File: src/rtl/regfile_wb_arbiter_pkg.sv
// Shared widths, requester IDs and arbitration types for the regfile write-back arbiter.
package regfile_wb_arbiter_pkg;

`ifdef CUSTOM_DEFINE
`ifndef REG_WIDTH
`define REG_WIDTH 32
`endif
`ifndef REG_ADDR_WIDTH
`define REG_ADDR_WIDTH 5
`endif
    localparam int unsigned DEF_REG_WIDTH      = `REG_WIDTH;
    localparam int unsigned DEF_REG_ADDR_WIDTH = `REG_ADDR_WIDTH;
`else
    localparam int unsigned DEF_REG_WIDTH      = 32;
    localparam int unsigned DEF_REG_ADDR_WIDTH = 5;
`endif

    localparam int unsigned DEF_CNT_WIDTH = 16;

    // Requester IDs, also used as bit indices into the request/grant vectors.
    localparam int unsigned REQ_ALU  = 0;
    localparam int unsigned REQ_LSU  = 1;
    localparam int unsigned NUM_REQS = 2;

    typedef enum logic {
        PRI_ALU = 1'b0,
        PRI_LSU = 1'b1
    } pri_e;

endpackage

File: src/rtl/regfile_wb_arbiter_rr_arb2.sv
// Two-input round-robin arbiter: a lone request always wins, ties go to the
// requester not granted most recently.
module rr_arb2
    import regfile_wb_arbiter_pkg::*;
(
    input  logic                clk,
    input  logic                reset,
    input  logic [NUM_REQS-1:0] req,
    output logic [NUM_REQS-1:0] gnt_c
);

    pri_e ptr_q;
    pri_e ptr_d;

    always_ff @(posedge clk or posedge reset) begin
        if (reset) begin
            ptr_q <= PRI_ALU;
        end else begin
            ptr_q <= ptr_d;
        end
    end

    // Pointer moves only on a grant and then favours the other requester.
    always_comb begin
        gnt_c = '0;
        ptr_d = ptr_q;
        if (req[REQ_ALU] && (!req[REQ_LSU] || (ptr_q == PRI_ALU))) begin
            gnt_c[REQ_ALU] = 1'b1;
            ptr_d          = PRI_LSU;
        end else if (req[REQ_LSU]) begin
            gnt_c[REQ_LSU] = 1'b1;
            ptr_d          = PRI_ALU;
        end
    end

endmodule

File: src/rtl/regfile_wb_arbiter.sv
// Write-back arbiter between ALU and LSU: one registered regfile write per cycle,
// bypass hit detection for decode and a saturating arbitration-conflict counter.
module regfile_wb_arbiter
    import regfile_wb_arbiter_pkg::*;
#(
    parameter int unsigned REG_WIDTH      = regfile_wb_arbiter_pkg::DEF_REG_WIDTH,
    parameter int unsigned REG_ADDR_WIDTH = regfile_wb_arbiter_pkg::DEF_REG_ADDR_WIDTH,
    parameter int unsigned CNT_WIDTH      = regfile_wb_arbiter_pkg::DEF_CNT_WIDTH
) (
    input  logic                      clk,
    input  logic                      reset,

    input  logic                      alu_valid,
    output logic                      alu_ready,
    input  logic [REG_ADDR_WIDTH-1:0] alu_addr,
    input  logic [REG_WIDTH-1:0]      alu_data,

    input  logic                      lsu_valid,
    output logic                      lsu_ready,
    input  logic [REG_ADDR_WIDTH-1:0] lsu_addr,
    input  logic [REG_WIDTH-1:0]      lsu_data,

    output logic                      RegWEn,
    output logic [REG_ADDR_WIDTH-1:0] addrD,
    output logic [REG_WIDTH-1:0]      dataD,

    input  logic [REG_ADDR_WIDTH-1:0] rs1_addr,
    input  logic [REG_ADDR_WIDTH-1:0] rs2_addr,
    output logic                      rs1_hit,
    output logic                      rs2_hit,

    output logic [CNT_WIDTH-1:0]      conflict_cnt
);

    logic [NUM_REQS-1:0]       req;
    logic [NUM_REQS-1:0]       gnt_c;
    logic                      grant_c;
    logic                      conflict_c;
    logic [REG_ADDR_WIDTH-1:0] sel_addr_c;
    logic [REG_WIDTH-1:0]      sel_data_c;

    assign req[REQ_ALU] = alu_valid;
    assign req[REQ_LSU] = lsu_valid;

    rr_arb2 u_rr_arb2 (
        .clk   (clk),
        .reset (reset),
        .req   (req),
        .gnt_c (gnt_c)
    );

    assign alu_ready  = gnt_c[REQ_ALU];
    assign lsu_ready  = gnt_c[REQ_LSU];
    assign grant_c    = |gnt_c;
    assign conflict_c = alu_valid && lsu_valid;

    // Payload of the granted requester; only meaningful when grant_c is set.
    always_comb begin
        sel_addr_c = alu_addr;
        sel_data_c = alu_data;
        if (gnt_c[REQ_LSU]) begin
            sel_addr_c = lsu_addr;
            sel_data_c = lsu_data;
        end
    end

    // Output stage: x0 writes are accepted but never enabled; idle cycles hold addr/data.
    always_ff @(posedge clk or posedge reset) begin
        if (reset) begin
            RegWEn <= 1'b0;
            addrD  <= '0;
            dataD  <= '0;
        end else begin
            RegWEn <= grant_c && (sel_addr_c != '0);
            if (grant_c) begin
                addrD <= sel_addr_c;
                dataD <= sel_data_c;
            end
        end
    end

    always_ff @(posedge clk or posedge reset) begin
        if (reset) begin
            conflict_cnt <= '0;
        end else if (conflict_c && (conflict_cnt != {CNT_WIDTH{1'b1}})) begin
            conflict_cnt <= conflict_cnt + CNT_WIDTH'(1);
        end
    end

    assign rs1_hit = RegWEn && (addrD == rs1_addr) && (rs1_addr != '0);
    assign rs2_hit = RegWEn && (addrD == rs2_addr) && (rs2_addr != '0);

endmodule

File: config.mk
export PLATFORM = sky130hd
export DESIGN_NAME = regfile_wb_arbiter
export DESIGN_NICKNAME = d
export VERILOG_FILES = /design/src/rtl/regfile_wb_arbiter_pkg.sv /design/src/rtl/regfile_wb_arbiter_rr_arb2.sv /design/src/rtl/regfile_wb_arbiter.sv
export SDC_FILE = /design/constraint.sdc
export NUM_CORES = 1
export LEC_CHECK = 0
export CORE_ASPECT_RATIO = 1.2
export CORE_MARGIN = 5
export CORE_UTILIZATION = 43
export CTS_CLUSTER_SIZE = 20
export DETAILED_ROUTE_END_ITERATION = 6
export PLACE_DENSITY = 0.86
export SLEW_MARGIN = 20
export SYNTH_ARGS = -nofsm -noshare
export SYNTH_HDL_FRONTEND = slang
export SYNTH_HIERARCHICAL = 1
export SYNTH_SLANG_ARGS = --single-unit
File: constraint.sdc
create_clock -name clk -period 3.6 [get_ports clk]
set_input_delay 0.36 -clock clk [delete_from_list [all_inputs] [get_ports clk]]
set_output_delay 0.36 -clock clk [all_outputs]
set_load 0.005 [all_outputs]
==> results.cfg <==
[critical_path]
crit_type = in -> out
required_ps = 3240
path_cells = clkdlybuf4s50_1 -> and2_2 -> clkdlybuf4s50_1
cp.buffers_inverters = 2
path_common_cell = clkdlybuf4s50_1
cp-end-kind = output port
worst-endpoint-arrival_ps = 2030
max_stage_delay_ps = 630
cp_max_fo = 23
slowest_stage = clkdlybuf4s50_1
cp-start-kind = primary input
crit_family = buffers and inverters

[grt]
first_global_vias = 2644
grt_usage = 0.195
grt_overflow = 0
grt_pass1_wl_mm = 13.0
grt_max_degree = 57
antenna_found_initial = 0

[sta]
slew-limit-headroom = 0.504
hold_ws_ps = 276
rsz0062_at_grt = false
worst_pin_slew_ps = 742
drv_slew = 0
hold_viol = 0
fin_skew_ps = 5.25
setup_viol = 0
final.period_utilization = 0.663
setup_tns_ps = 0
fmax_mhz = 419
fin_crit_ps = 2390

[floorplanning]
io-pin-count = 146
num_rows = 32
die_y_um = 98.1
start_util = 0.437
dieArea_mm2 = 0.00819
die_x_um = 83.4
core_area_mm2 = 0.00637

[logic_synthesis]
synth.area.top_cells = dfrtp_1 (49%), mux2i_1 (13%), o21ai_0 (7.2%)
yosysTopAreaCellShare = 0.495
syn_area_mm2 = 0.00278
synth_edf_count = 0
ys_ff_latch = 55
synthTopCellsByCount = dfrtp_1 (55), nand2_1 (42), o21ai_0 (40)
yosysSeqAreaShare = 0.495
synth_nets = 363
synthArstFlopShare = 1.00
postSynthCellCount = 274
synth_most_common_cell = dfrtp_1
yosysWarningCount = 6
synth_top_cell_by_area = dfrtp_1
synth_cell_types = 37
syn_area_per_cell_um2 = 10.2
synthFlopType = dfrtp_1

[drt]
wl_mm = 8.01
drtIter0Drc = 50
drtPass1Iterations = 4
viasPerCell = 5.13
drc = 0
vias = 2570
antenna_left = 0
wl_per_cell_um = 16.0

[final_layout]
nNetsFinal = 506
fill_cells = 507
num_antenna_cells = 0
fin_cells = 501
finalInstanceArea_mm2 = 0.00440
drive_above_1_share = 0.0553
area.growth.synth_to_final_pct = 58.0

[run_status]
status = finished, final reports clean

[placed_design]
dp_hpwl_mm = 6.26
place_area_mm2 = 0.00433
gp_congestion = 0.830
dp.cells = 495
port_buffers = 145

[job]
cap_violations = 0

[cts]
root_buffer = clkbuf_8
clock_latency_ps = 290
post_cts_buffers = 0
cts-buffers-inserted = 5
post_cts_resized = 0
cts.sinks = 55
cts_tree = yes
holdBufCountCts = 0
htree_levels = 2
cts.path.max_buffers = 2
clkSlewWorstSetupHoldPaths_ps = 90

[power]
power.density_mw_per_mm2 = 385
p_leak_nw = 1.84
ir_drop_mv = 0.242

[min_path]
hold_class = in -> async
[layout by cell type (no fill, tap or decap), types with 2 or more instances in the layout]
cell / instances
xor2_1: 10
nor4_2: 2
clkbuf_8: 5
mux2i_1: 36
nand4_2: 2
mux2_2: 3
inv_1: 5
nor2_1: 7
clkdlybuf4s50_1: 145
nand3_1: 10
nand2_1: 42
nand4_1: 3
a21oi_1: 5
xnor2_1: 7
buf_4: 4
nor3_1: 9
a31oi_1: 2
o21a_1: 2
nor2b_1: 3
o21ai_0: 40
dfrtp_1: 55
nor4_1: 2
[worst register-to-register path, cell delays in order (launching register included)]
cell and delay, ps:
dfrtp_1 430, a21boi_4 150, buf_4 250, buf_4 470
mux2i_1 280, o21ai_0 100
[routing by layer]
| metal | GRT usage | part of all wire | vias to the layer above |
|---|---|---|---|
| met1 | 0.233 | 0.41 | 1217 |
| met4 | 0.0458 | 0.012 | 0 |
| met5 | 0 | 0 | - |
| li1 | - | - | 1244 |
| met2 | 0.353 | 0.52 | 99 |
| met3 | 0.0481 | 0.063 | 10 |
[logic make-up after synthesis]
group                      Yosys count  synth area share
AOI/OAI and AO/OA                   52            0.0994
xor gates and xnor gates            17            0.0535
adders and majority gates            1           0.00450
buffers and inverters               19            0.0288
DFF                                 55             0.495
muxes                               40             0.147
and+or+nand+nor                     90             0.172
[state kept, by name, indices dropped and copies added (netlist names)]
| signal | cells |
|---|---|
| addrD | 5 |
| dataD | 32 |
| u_rr_arb2/ptr_q | 1 |
| conflict_cnt | 16 |
| RegWEn | 1 |
[per-stage QoR]
| stage | setup slack [ps] | util | total power, mW |
|---|---|---|---|
| after floorplan | 1930 | - | 1.03 |
| after global placement | 1250 | 0.679 | 1.38 |
| after detailed placement | 1210 | 0.679 | 1.40 |
| after CTS | 1210 | 0.691 | 1.72 |
| after global routing | 1130 | 0.691 | 1.80 |
| final | 1210 | 0.691 | 1.69 |
[cell type report]
| type | count | area, µm² | area share |
|---|---|---|---|
| Inverter | 6 | 22.5 | 0.00512 |
| Tap cell | 85 | 106 | 0.0242 |
| Clock buffer | 6 | 72.6 | 0.0165 |
| Multi-Input combinational cell | 200 | 1340 | 0.304 |
| Sequential cell | 55 | 1380 | 0.313 |
| Timing Repair Buffer | 149 | 1480 | 0.337 |
[path summary, 6_finish.rpt]
path,slack (ps),from,end,cells after the start
setup / recovery,1210,lsu_valid,lsu_ready,3
hold / removal,280,reset,u_rr_arb2/ptr_q,2
setup reg to reg,1800,u_rr_arb2/ptr_q,dataD[13],5
hold reg to reg,560,conflict_cnt[0],conflict_cnt[0],1
max in group asynchronous,2290,reset,dataD[1],3
min in group clk,560,conflict_cnt[0],conflict_cnt[0],1
[where the power goes]
group          internal (mW)  total, mW  switching, mW
Sequential             0.716      0.823          0.107
Combinational          0.358      0.555          0.197
Clock                  0.130      0.313          0.183
Note: power is estimated with default switching activity, not from simulation.
